$ cat src/rtl/pixel_stream_pkg.sv
// Shared constants and state encoding for the pixel frame streamer.
package pixel_stream_pkg;

    localparam int DEPTH    = 2048;
    localparam int N_PIXELS = 784;
    localparam int ADDR_W   = 11;
    localparam int IDX_W    = 10;
    localparam int DATA_W   = 32;

    typedef enum logic [1:0] {
        IDLE = 2'd0,
        RUN  = 2'd1,
        DONE = 2'd2
    } state_t;

endpackage

$ cat src/rtl/skid_fifo2.sv
// Two-entry synchronous FIFO; entry 0 is the head and drives dout directly.
module skid_fifo2 #(
    parameter int DATA_W = pixel_stream_pkg::DATA_W
) (
    input  logic                     clk,
    input  logic                     rst,
    input  logic                     push,
    input  logic signed [DATA_W-1:0] din,
    input  logic                     pop,
    output logic signed [DATA_W-1:0] dout,
    output logic [1:0]               count
);

    logic signed [DATA_W-1:0] head_q;
    logic signed [DATA_W-1:0] tail_q;
    logic [1:0]               count_q;

    // Head is cleared on reset so the visible sample reads zero; the tail is never observed empty.
    always_ff @(posedge clk) begin
        if (rst) begin
            count_q <= 2'd0;
            head_q  <= '0;
        end else begin
            unique case ({push, pop})
                2'b10: begin
                    if (count_q == 2'd0) head_q <= din;
                    count_q <= count_q + 2'd1;
                end
                2'b01: begin
                    head_q  <= tail_q;
                    count_q <= count_q - 2'd1;
                end
                2'b11: begin
                    if (count_q == 2'd1) head_q <= din;
                    else                 head_q <= tail_q;
                end
                default: ;
            endcase
        end
    end

    always_ff @(posedge clk) begin
        if ((push && !pop && count_q == 2'd1) || (push && pop && count_q == 2'd2))
            tail_q <= din;
    end

    assign dout  = head_q;
    assign count = count_q;

endmodule

$ cat src/rtl/pixel_stream_ctrl.sv
// Streams one frame of signed bytes from a synchronous byte memory as sign-extended
// samples over valid/ready, with at most two samples buffered or in flight.
module pixel_stream_ctrl
    import pixel_stream_pkg::*;
(
    input  logic                     clk,
    input  logic                     rst,
    input  logic                     start,
    input  logic [ADDR_W-1:0]        base_addr,
    output logic                     busy,
    output logic                     done,
    output logic                     mem_en,
    output logic [ADDR_W-1:0]        mem_addr,
    input  logic signed [7:0]        mem_rdata,
    output logic                     out_valid,
    input  logic                     out_ready,
    output logic signed [DATA_W-1:0] out_data,
    output logic [IDX_W-1:0]         out_index,
    output logic                     out_last
);

    function automatic logic signed [DATA_W-1:0] sext8(input logic signed [7:0] b);
        return {{(DATA_W-8){b[7]}}, b};
    endfunction

    state_t                   state_q;
    state_t                   state_d;
    logic [ADDR_W-1:0]        base_q;
    logic [IDX_W-1:0]         issued_q;
    logic [IDX_W-1:0]         beat_q;
    logic                     vld_p1;
    logic [1:0]               fifo_count;
    logic signed [DATA_W-1:0] fifo_dout;
    logic                     pop;
    logic                     last_hs;
    logic                     start_acc;
    logic [2:0]               credit;

    assign start_acc = (state_q == IDLE) && start;
    assign pop       = out_valid && out_ready;
    assign last_hs   = pop && (beat_q == IDX_W'(N_PIXELS - 1));
    // A pop this cycle frees a slot for the read issued in the same cycle.
    assign credit    = {1'b0, fifo_count} + {2'b00, vld_p1} - {2'b00, pop};

    always_ff @(posedge clk) begin
        if (rst) state_q <= IDLE;
        else     state_q <= state_d;
    end

    always_comb begin
        state_d = state_q;
        unique case (state_q)
            IDLE:    if (start) state_d = RUN;
            RUN:     if (last_hs) state_d = DONE;
            DONE:    state_d = IDLE;
            default: state_d = IDLE;
        endcase
    end

    always_comb begin
        busy     = 1'b0;
        done     = 1'b0;
        mem_en   = 1'b0;
        mem_addr = '0;
        unique case (state_q)
            RUN: begin
                busy = 1'b1;
                if (issued_q != IDX_W'(N_PIXELS) && credit < 3'd2) begin
                    mem_en   = 1'b1;
                    mem_addr = base_q + ADDR_W'(issued_q);
                end
            end
            DONE:    done = 1'b1;
            default: ;
        endcase
    end

    always_ff @(posedge clk) begin
        if (start_acc) base_q <= base_addr;
    end

    // Stage p0 -> p1: read issued this cycle, byte returns next cycle.
    always_ff @(posedge clk) begin
        if (rst) begin
            issued_q <= '0;
            beat_q   <= '0;
            vld_p1   <= 1'b0;
        end else begin
            vld_p1 <= mem_en;
            if (start_acc) begin
                issued_q <= '0;
                beat_q   <= '0;
            end else begin
                if (mem_en) issued_q <= issued_q + IDX_W'(1);
                if (pop)    beat_q   <= last_hs ? '0 : beat_q + IDX_W'(1);
            end
        end
    end

    // Stage p1 -> FIFO: the returned byte is widened and buffered before it is visible.
    skid_fifo2 #(.DATA_W(DATA_W)) u_fifo (
        .clk   (clk),
        .rst   (rst),
        .push  (vld_p1),
        .din   (sext8(mem_rdata)),
        .pop   (pop),
        .dout  (fifo_dout),
        .count (fifo_count)
    );

    assign out_valid = (fifo_count != 2'd0);
    assign out_data  = fifo_dout;
    assign out_index = beat_q;
    assign out_last  = out_valid && (beat_q == IDX_W'(N_PIXELS - 1));

endmodule

$ cat config.mk
export PLATFORM = sky130hd
export DESIGN_NAME = pixel_stream_ctrl
export DESIGN_NICKNAME = d
export VERILOG_FILES = /design/src/rtl/pixel_stream_pkg.sv /design/src/rtl/skid_fifo2.sv /design/src/rtl/pixel_stream_ctrl.sv
export SDC_FILE = /design/constraint.sdc
export NUM_CORES = 1
export LEC_CHECK = 0
export ABC_AREA = 0
export BUFFER_PORTS_ARGS = -buffer_cell sky130_fd_sc_hd__buf_2
export CAP_MARGIN = 20
export CORE_MARGIN = 2
export CORE_UTILIZATION = 54
export DETAILED_ROUTE_END_ITERATION = 6
export PLACE_DENSITY = 0.76
export SYNTH_ARGS = -nofsm -noshare
export SYNTH_HDL_FRONTEND = slang
export SYNTH_HIERARCHICAL = 1
export SYNTH_SLANG_ARGS = --single-unit
$ cat constraint.sdc
create_clock -name clk -period 4.1 [get_ports clk]
set_input_delay 0.615 -clock clk [delete_from_list [all_inputs] [get_ports clk]]
set_output_delay 0.615 -clock clk [all_outputs]
set_load 0.02 [all_outputs]
==> flow_summary.toml <==
[placed_design]
io_buffers = 80
dp_cells = 730
dp_hpwl_mm = 8.27
gp_routability_congestion = 0.846

[critical_path]
cp.buffers_inverters = 2
reg2reg_depth = 9
crit_type = "flip-flop to output port"
worst-endpoint-required_ns = 3.48
max_stage_delay_ns = 0.47
critPathLaunchType = "flip-flop"
reg2reg_slack_ns = 1.16
cpMaxStageDelayCell = "fa_1"
path_cells = "o21ai_4, inv_1, ha_1, nand2b_1, fa_1, and3b_1, nand2_2, or3_1, mux2i_1, buf_2"
cp.depth = 10
crit_family = "simple AND/OR/NAND/NOR gates"
arrival_ns = 3.32
worst-path-max-fanout = 11
end_kind = "output port"

[detailed_routing]
vias = 4380
drt-vias-per-instance = 5.87
dr.pass1.iters = 4
first_iter_violations = 369
drc = 0
avgRoutedWirePerCell_um = 17.1
wirelength_mm = 12.8
drtAntennaViolNets = 0

[power]
max-vdd-ir-drop_v = 0.000342
p_int_mw = 2.08
swShare_pct = 39.1
switchingPower_mw = 1.34
p_comb_share_pct = 42.9
p_leak_nw = 2.34
p_per_area_nw_per_um2 = 540
p_clk_share_pct = 18.8
totalPowerFinal_mw = 3.41
seq_power_share_pct = 38.3

[final_layout]
drive_gt1_share_pct = 30.7
fillers = 852
diodes = 0
area_growth_syn_to_layout_pct = 12.1
nNetsFinal = 651
final_cells = 746

[sta]
max_freq_mhz = 254
min_period_ns = 3.93
fin_crit_sh_pct = 95.9
finClkSkew_ns = 0.0124
relSlewSlack_pct = 34.7
setup_viol = 0
finalMaxSlewViolations = 0
final_hold_viol_count = 0
worst-slew-pin-transition_ns = 0.980

[yosys]
synth_seq_cells = 100
ys_types = 55
async_reset_ff_share_pct = 0
yosys-top-cells-count = "57 x dfxtp_1, 44 x inv_1, 44 x nand2_1"
synth_edf_count = 43
synth_top_area_share_pct = 22.9
ys_warn_count = 6
synthFlopType = "dfxtp_1"
synth_area_um2 = 5630
ys_top_cells_by_area = "edfxtp_1 23%, dfxtp_1 20%, a221oi_2 9.1%"
synth_nets = 582
synthCells = 536
syn_avg_cell_area_um2 = 10.5
ys_seq_area_share_pct = 43.2
yosysTopAreaCell = "edfxtp_1"
yosysMostFrequentCell = "dfxtp_1"

[global_routing]
antenna_found_initial = 0
grt_max_degree = 76
grt_pass1_vias = 4248
grt_overflow = 0
grt_usage_pct = 23.2
grt_pass1_wl_mm = 20.9

[die]
start_util_pct = 55.1
die_y_um = 106
die_area_um2 = 11300
die_w_um = 106
fp-row-count = 37
pin_count = 81
core_area_um2 = 10200

[cts]
cts_max_path_buffers = 2
cts_tree = "built"
cts_root_buffer = "clkbuf_8"
h-tree-depth = 3
cts.clk_slew.worst_paths_ns = 0.10
clock_sinks = 100
clock_latency_ns = 0.37
postCtsResizedCells = 0
postCtsSetupRepairBufs = 0
holdBufCountCts = 0
cts_made_buffers = 9

[run]
max_cap_viol_count = 0

[hold_path]
whs_path_depth = 1
min_path_type = "input pin to flip-flop"

[status]
status = "completed"
## worst reg2reg max path: cells and delay by family, from the launching register on
family	cells	cell delay, ns
DFF	1	0.41
AOI/OAI and AO/OA	2	0.43
and+or+nand+nor	4	1.18
adders and majority gates	2	0.75
buffers and inverters	1	0.11
## per-stage QoR
| stage | setup slack, ns | setup TNS (ns) | cell area (um2) | hold slack [ns] | util (%) |
|---|---|---|---|---|---|
| 2_1_floorplan | 0.459 | 0 | 5630 | 0.471 | - |
| 3_3_place_gp | 0.427 | 0 | 6110 | 0.447 | 59.7 |
| 3_5_place_dp | 0.338 | 0 | 6110 | 0.450 | 59.7 |
| 4_1_cts | 0.0473 | 0 | 6300 | 0.403 | 61.6 |
| 5_1_grt | -0.00696 | -0.0103 | 6310 | 0.403 | 61.7 |
| 6_report | 0.169 | 0 | 6310 | 0.421 | 61.7 |
## cells by family (layout without fill, tap and decap cells)
family,count (synthesis),count (layout),share of synthesized area (%)
adder cells (fa/ha/maj),23,23,5.37
buffers and inverters,77,151,6.24
flip-flops,100,100,43.2
AO/OA/AOI/OAI,113,113,19.3
AND/OR/NAND/NOR,171,171,16.1
multiplexers,38,38,7.46
XOR/XNOR,14,14,2.31
## power by group through the flow
stage | logic (mW) | clock network, mW | registers [mW]
2_1_floorplan | 0.940 | 0 | 1.49
3_3_place_gp | 1.41 | 0 | 1.32
3_5_place_dp | 1.45 | 0 | 1.33
4_1_cts | 1.46 | 0.658 | 1.31
5_1_grt | 1.58 | 0.691 | 1.33
6_report | 1.46 | 0.641 | 1.31
## layout make-up
class                   count  area [um2]  share of cell area [%]
inverters                  44         165                    2.62
repair buffers             91         483                    7.65
multi-input cells         359        2870                    45.4
well taps                 136         170                    2.69
flip-flops and latches    100        2430                    38.5
clock inverters             6        68.8                    1.09
clock buffers              10         128                    2.02
## flip-flops by register name, indices dropped and copies added, names as in the netlist
| signal | count |
|---|---|
| out_index | 10 |
| issued_q | 10 |
| state_q | 2 |
| u_fifo/tail_q | 32 |
| vld_p1 | 1 |
| u_fifo/count | 2 |
| base_q | 11 |
| u_fifo/dout | 32 |
## path summary, 6_finish.rpt
path                                      from                      endpoint
setup / recovery  u_fifo/count[0]$_SDFFE_PP0P_                   mem_addr[5]
setup reg to reg  u_fifo/count[0]$_SDFFE_PP0P_      issued_q[2]$_SDFFE_PP0P_
hold reg to reg   u_fifo/dout[13]$_SDFFE_PP0P_  u_fifo/dout[13]$_SDFFE_PP0P_
hold / removal                    base_addr[7]           base_q[7]$_DFFE_PP_
## cells in the final DEF (no fill, tap or decap), types with 2 or more instances in the layout
master,synthesis,final
nand2b_1,33,33
xnor2_1,7,7
nor4_1,2,2
nand4_1,6,6
and3_1,2,2
nor2_1,25,25
and4_1,2,2
a221oi_1,31,31
nand2_1,44,43
dfxtp_1,57,57
nor3_1,8,8
buf_2,15,80
a21oi_1,13,13
nand3_1,15,15
mux2i_1,6,6
inv_1,44,44
a211oi_1,5,5
or3_1,11,11
fa_1,2,2
o21ai_0,14,14
a221oi_2,34,34
o21bai_1,2,2
and2_1,5,4
clkbuf_8,0,9
xor2_1,6,6
and3b_1,2,2
a21o_1,5,5
mux2_2,32,32
nand2_2,1,2
nor2b_1,2,2
inv_6,0,3
edfxtp_1,43,43
buf_4,1,11
ha_1,21,21
or2_2,3,3
## metal layers
metal / vias up / global-route usage [%] / part of all wire (%)
met2: 115 / 39.3 / 50
li1: 2114 / - / -
met3: 18 / 5.03 / 4.7
met5: - / 0 / 0
met4: 0 / 8.83 / 1.6
met1: 2133 / 29.1 / 43
Power figures use the tool's default switching activity.
